===== src/rtl/clk_gate_ctrl_pkg.sv =====
// Shared types and helpers for the peripheral clock-gating controller.
// Optional wake synchronizer is selected by CLK_GATE_CTRL_WAKE_SYNC_EN.
package clk_gate_ctrl_pkg;

    localparam int unsigned CYCLES_MIN = 1;
    localparam int unsigned CYCLES_MAX = 255;

    typedef enum logic [1:0] {
        ST_RUN      = 2'd0,
        ST_IDLE_CHK = 2'd1,
        ST_GATED    = 2'd2,
        ST_WAKE     = 2'd3
    } gate_state_e;

    // Force a cycle-count parameter into its legal range.
    function automatic int unsigned clamp_cycles(input int unsigned v);
        if (v < CYCLES_MIN) begin
            return CYCLES_MIN;
        end
        if (v > CYCLES_MAX) begin
            return CYCLES_MAX;
        end
        return v;
    endfunction

    function automatic int unsigned max_u(input int unsigned a, input int unsigned b);
        return (a > b) ? a : b;
    endfunction

endpackage


===== src/rtl/clk_gate_ctrl_sync_2ff.sv =====
// One-bit two-flop synchronizer with asynchronous active-low reset (resets to 0).
module sync_2ff (
    input  logic i_clk,
    input  logic i_rst_n,
    input  logic i_d,
    output logic o_q
);

    logic r_meta;
    logic r_sync;

    always_ff @(posedge i_clk or negedge i_rst_n) begin
        if (!i_rst_n) begin
            r_meta <= 1'b0;
            r_sync <= 1'b0;
        end else begin
            r_meta <= i_d;
            r_sync <= r_meta;
        end
    end

    assign o_q = r_sync;

endmodule


===== src/rtl/clk_gate_ctrl.sv =====
// Peripheral clock-gating controller: idle-qualified gate entry, wake with settle and done pulse.
// Define CLK_GATE_CTRL_WAKE_SYNC_EN to pass WAKEUP through a two-flop synchronizer.
module clk_gate_ctrl
    import clk_gate_ctrl_pkg::*;
#(
    parameter int unsigned IDLE_CYCLES = 16,
    parameter int unsigned WAKE_CYCLES = 2
) (
    input  logic HCLK,
    input  logic HRESETn,
    input  logic GATE_REQ,
    input  logic PERIPH_IDLE,
    input  logic WAKEUP,
    output logic CLKEN,
    output logic GATED,
    output logic WAKE_DONE
);

    localparam int unsigned IDLE_EFF = clamp_cycles(IDLE_CYCLES);
    localparam int unsigned WAKE_EFF = clamp_cycles(WAKE_CYCLES);
    localparam int unsigned CNT_W    = $clog2(max_u(IDLE_EFF, WAKE_EFF) + 1);

    localparam logic [CNT_W-1:0] CNT_MAX  = '1;
    localparam logic [CNT_W-1:0] IDLE_CNT = CNT_W'(IDLE_EFF);
    localparam logic [CNT_W-1:0] WAKE_CNT = CNT_W'(WAKE_EFF);

    gate_state_e      r_state;
    logic [CNT_W-1:0] r_cnt;
    logic             r_clken;
    logic             r_gated;
    logic             r_wake_done;

    logic             w_wakeup;
    logic [CNT_W-1:0] w_cnt_inc;

`ifdef CLK_GATE_CTRL_WAKE_SYNC_EN
    sync_2ff u_wake_sync (
        .i_clk   (HCLK),
        .i_rst_n (HRESETn),
        .i_d     (WAKEUP),
        .o_q     (w_wakeup)
    );
`else
    assign w_wakeup = WAKEUP;
`endif

    // Saturating increment; the counter never wraps.
    assign w_cnt_inc = (r_cnt == CNT_MAX) ? r_cnt : (r_cnt + CNT_W'(1));

    always_ff @(posedge HCLK or negedge HRESETn) begin
        if (!HRESETn) begin
            r_state     <= ST_RUN;
            r_cnt       <= '0;
            r_clken     <= 1'b1;
            r_gated     <= 1'b0;
            r_wake_done <= 1'b0;
        end else begin
            r_wake_done <= 1'b0;
            case (r_state)
                ST_RUN: begin
                    r_clken <= 1'b1;
                    r_gated <= 1'b0;
                    if (GATE_REQ && !w_wakeup) begin
                        r_state <= ST_IDLE_CHK;
                        r_cnt   <= '0;
                    end
                end
                ST_IDLE_CHK: begin
                    if (w_wakeup || !GATE_REQ) begin
                        r_state <= ST_RUN;
                        r_cnt   <= '0;
                    end else if (!PERIPH_IDLE) begin
                        r_cnt <= '0;
                    end else begin
                        r_cnt <= w_cnt_inc;
                        // This sample completes the required run of idle cycles.
                        if (w_cnt_inc >= IDLE_CNT) begin
                            r_state <= ST_GATED;
                            r_clken <= 1'b0;
                            r_gated <= 1'b1;
                        end
                    end
                end
                ST_GATED: begin
                    if (w_wakeup || !GATE_REQ) begin
                        r_state <= ST_WAKE;
                        r_cnt   <= '0;
                        r_clken <= 1'b1;
                        r_gated <= 1'b0;
                    end
                end
                ST_WAKE: begin
                    r_cnt <= w_cnt_inc;
                    if (w_cnt_inc >= WAKE_CNT) begin
                        r_state     <= ST_RUN;
                        r_cnt       <= '0;
                        r_wake_done <= 1'b1;
                    end
                end
                default: begin
                    r_state <= ST_RUN;
                    r_cnt   <= '0;
                    r_clken <= 1'b1;
                    r_gated <= 1'b0;
                end
            endcase
        end
    end

    assign CLKEN     = r_clken;
    assign GATED     = r_gated;
    assign WAKE_DONE = r_wake_done;

endmodule


===== config.mk =====
export PLATFORM = sky130hd
export DESIGN_NAME = clk_gate_ctrl
export DESIGN_NICKNAME = d
export VERILOG_FILES = /design/src/rtl/clk_gate_ctrl_pkg.sv /design/src/rtl/clk_gate_ctrl_sync_2ff.sv /design/src/rtl/clk_gate_ctrl.sv
export SDC_FILE = /design/constraint.sdc
export NUM_CORES = 1
export LEC_CHECK = 0
export ABC_AREA = 1
export CAP_MARGIN = 30
export CORE_MARGIN = 2
export CORE_UTILIZATION = 40
export DETAILED_ROUTE_END_ITERATION = 6
export PLACE_DENSITY = 0.62
export SLEW_MARGIN = 30
export SYNTH_ARGS = -nofsm -noshare
export SYNTH_HDL_FRONTEND = slang
export SYNTH_SLANG_ARGS = --single-unit

===== constraint.sdc =====
create_clock -name HCLK -period 1.5 [get_ports HCLK]
set_input_delay 0.375 -clock HCLK [delete_from_list [all_inputs] [get_ports HCLK]]
set_output_delay 0.375 -clock HCLK [all_outputs]
set_load 0.01 [all_outputs]

==> metrics list <==
- Area taken by multi-input logic gates: 273 um^2
- Setup violations remaining at the end of the flow were counted as 0.
* Initial antenna violation count: 0
* Mux share of post-synthesis cell area: 0%
- Count of flip-flops with a built-in enable after synthesis: 0
- Clock Skew: 0.00333 ns
- The most common cell in the synthesized netlist is nand2_1.
- The total overflow left after global routing is 0.
* Count of nets after finishing: 100
* Most frequently used flop master after synthesis: dfrtp_1
- The kind of cell with the highest combined delay along the critical path is flip-flops.
- Full die area: about 1800 um^2
- Cells fill 55.6% of the core in the end.
* Synthesized flop and latch total: 10
* Count of different cell masters after synthesis: 16
* Drt initial violations: 8
- CP Data Arrival Time: 1.05 ns
* Status: finished clean
* Final critical path time including I/O delays and setup: 1.43 ns
- Sorting the synthesized cells by how often they occur yields 23 x nand2_1, 14 x inv_1, 9 x dfrtp_1.
* Global-route wire length before repair: ~1.9 mm
- On the worst path, the slowest cell contributes a delay of 0.53 ns.
- Share of the synthesized area in the top cell type: 39.0%
- The congestion estimate from routability-driven global placement came to 0.825.
* Synthesized-area fraction occupied by ao, oa, aoi and oai cells: 9.11%
* Share of layout cells above drive strength 1: 16.1%
- Signed area change from the synthesized netlist to the final layout: 26.9%
- After clock tree synthesis, the clock-pin slew on the worst setup and hold paths is approximately 0.070 ns.
- Core Area: 1320 um^2
- Summing all flip-flop and latch instances after layout gives ~250 um^2.
* Via count of the first global-routing pass: 471
- Height of the die: 42.0 um
* Detailed-router iteration count before antenna repair: 2
- Across the VDD grid, the largest voltage drop is 0.000586 V.
- At the worst endpoint, the required time is between 1 and 1.5 ns.
- In this run the count of I/O pins placed on the die edge is 8.
- Summing all non-filler instances in the final layout gives an area of 732 um^2.
- Worst hold path type: input port to asynchronous set/reset pin
- Entering global routing, the biggest net connects 11 pins.
- In the final routed layout, each cell accounts on average for 10.1 um.
- Number of fill cells in the layout: 131
* Portion of the clock cycle consumed by the worst path in the final layout: 95.1%
* Share of synthesized area occupied by flip-flops and latches: 43.6%
* RSZ-0062 raised after global routing: no
- Summing every instance area after synthesis gives 577 um^2.
- Cell at the root of the clock tree: clkbuf_4
* Fin worst setup slack: 0.0731 ns
* Clock tree from TritonCTS: yes
* Number of buffers inserted during clock tree synthesis: 3
- STA classifies the critical path endpoint as an output port.
- Across all layers, the routed design uses 528 vias.
* Largest family of logic cells by synthesized area: simple AND/OR/NAND/NOR gates
* Xor and xnor area share after synthesis: 0%
* Count of pins over their slew limit: 0
- The routed design has around 1.1 mm of wire.
- Proportion of synthesized flip-flops having asynchronous set or reset: 100%
- Syn_nets: 84
- The placed instances occupy a cell area of slightly below 700 um^2.
- In this run the number of H-tree levels came out at 1.
- Initial standard-cell utilization of the core: between 40 and 50%
- The signal on the critical path passes through dlygate4sd2_1.
- Startpoint class of the critical path: flop
* Total routing resource utilization after global routing: 14.3%
* DRC violation count after routing: 0
* Number of max-cap violations: 0
* Deepest clock path buffer count: 2
- Number of warnings reported in the yosys synthesis log: 0
* Top cells by area, synth: dfrtp_1 39%, nand2_1 15%, inv_1 9.1%, nand3_1 6.1%, o21ai_0 6.1%
* # diodes: 0
- Endpoints failing hold: 0
- At the pin with the least slew margin, the transition time is 0.442 ns.
- Maximum fanout count along the critical path: 2
- Rel. slew slack: a little over two thirds
- In this run the remaining antenna-violating nets after routing total 0.
* Post-Synth Adder-Cell Area: 2.17%
- Together, buffers and inverters on the worst path number 1.
- Summed over all instances, the cell type with the most area after synthesis is dfrtp_1.
* Achievable frequency: 701 MHz
- Among all stages on the critical path, the largest delay is contributed by dfstp_2.
* Width of the die: 42.0 um
- Post-Place Setup Slack: -0.108 ns
- Detailed placement ended at an HPWL of 866 um.
* Number of buffers inserted by hold repair at cts: 0
- In this run the static leakage power is 0.000408 uW.
- Sinks on the clock net: 10
- The floorplan has 13 rows.
- Source-to-sink clock delay at the later pin of the worst-skew pair: 0.27 ns
* Synthesized netlist cell count: 78
- The worst setup path is of the flop to output port kind.
- Using the TritonRoute via totals, the vias-per-cell ratio works out to 4.89.
- Basic-gate share of the synthesized area counting and, or, nand and nor cells: 36.0%
- I/O Buffers: 7
* Avg Cell Area, Syn: 7.39 um^2
- In this run the power density over the cells is between 1000 and 1500 nW/um^2.
==> placed cells by master (no fill, tap or decap), drive strengths merged <==
cell            n
ha              1
nand3           8
o21ai           7
buf             4
nor2            6
dfstp           1
clkbuf          4
nand4           4
clkdlybuf4s50   4
a21oi           2
o21bai          1
nand2          24
inv            14
dfrtp           9
dlygate4sd2     2
dlymetal6s2s    1
nand3b          1
==> cell families after synthesis <==
logic type	count (synthesis)
AOI/OAI and AO/OA	10
adders and majority gates	1
buffers and inverters	14
DFF	10
and+or+nand+nor	43
==> layer usage <==
metal  vias up  routed length [um]  global-route usage (%)
met5         -                   0                       0
met4         0                  33                    9.68
met3         5                  37                    2.59
met2         8                 493                    21.9
met1       237                 524                    18.2
li1        278                   -                       -
==> area by class of cell <==
class	count	area share [%]
clock buffer	4	4.96
inverter	14	7.18
multi-input combinational	54	37.3
sequential	10	34.4
tap	15	2.56
timing repair buffer	11	13.7
==> flip-flops by register name, indices dropped and copies added, names as in the netlist, named ones only <==
name / count
GATED: 1
r_cnt: 5
CLKEN: 1
r_state: 1
WAKE_DONE: 1
==> repair_timing <==
action | 4_1_cts | 5_1_grt
setup endpoints to repair | 2 | 1
hold endpoints to repair | 0 | 0
gates resized for setup | 2 | 1
setup buffers | 0 | 0
==> stage by stage <==
step           instances  hold slack, ns  setup TNS, ns  power [uW]
2_1_floorplan         78          0.0794              0         535
6_report             108           0.415              0         880
5_1_grt              108           0.459              0         947
3_3_place_gp         104           0.473         -0.346         658
4_1_cts              108           0.434              0         886
3_5_place_dp         104           0.476         -0.376         653
==> path summary, 6_finish.rpt <==
check	start	endpoint	slack, ns	cells past startpoint
worst min register to register	CLKEN	CLKEN	0.48	2
max in group asynchronous	HRESETn	CLKEN	0.75	1
min in group HCLK	CLKEN	CLKEN	0.48	2
worst min-delay path	HRESETn	GATED	0.42	1
worst max register to register	r_cnt[1]	r_cnt[0]	0.17	8
worst max-delay path	CLKEN	CLKEN	0.07	1
==> power breakdown <==
part,leakage (uW),total [uW],internal [uW],switching (uW)
Combinational,0.000253,296,125,171
Clock,0.0000210,242,148,94.1
Sequential,0.000134,342,318,24.4
==> worst reg2reg max path, delay by kind of cell (launching register included) <==
kind | cells | cell delay [ns]
adder cells (fa/ha/maj) | 1 | 0.25
buffers and inverters | 1 | 0.07
flip-flops | 1 | 0.42
AND/OR/NAND/NOR | 6 | 0.54
Note: power is estimated with default switching activity, not from simulation.
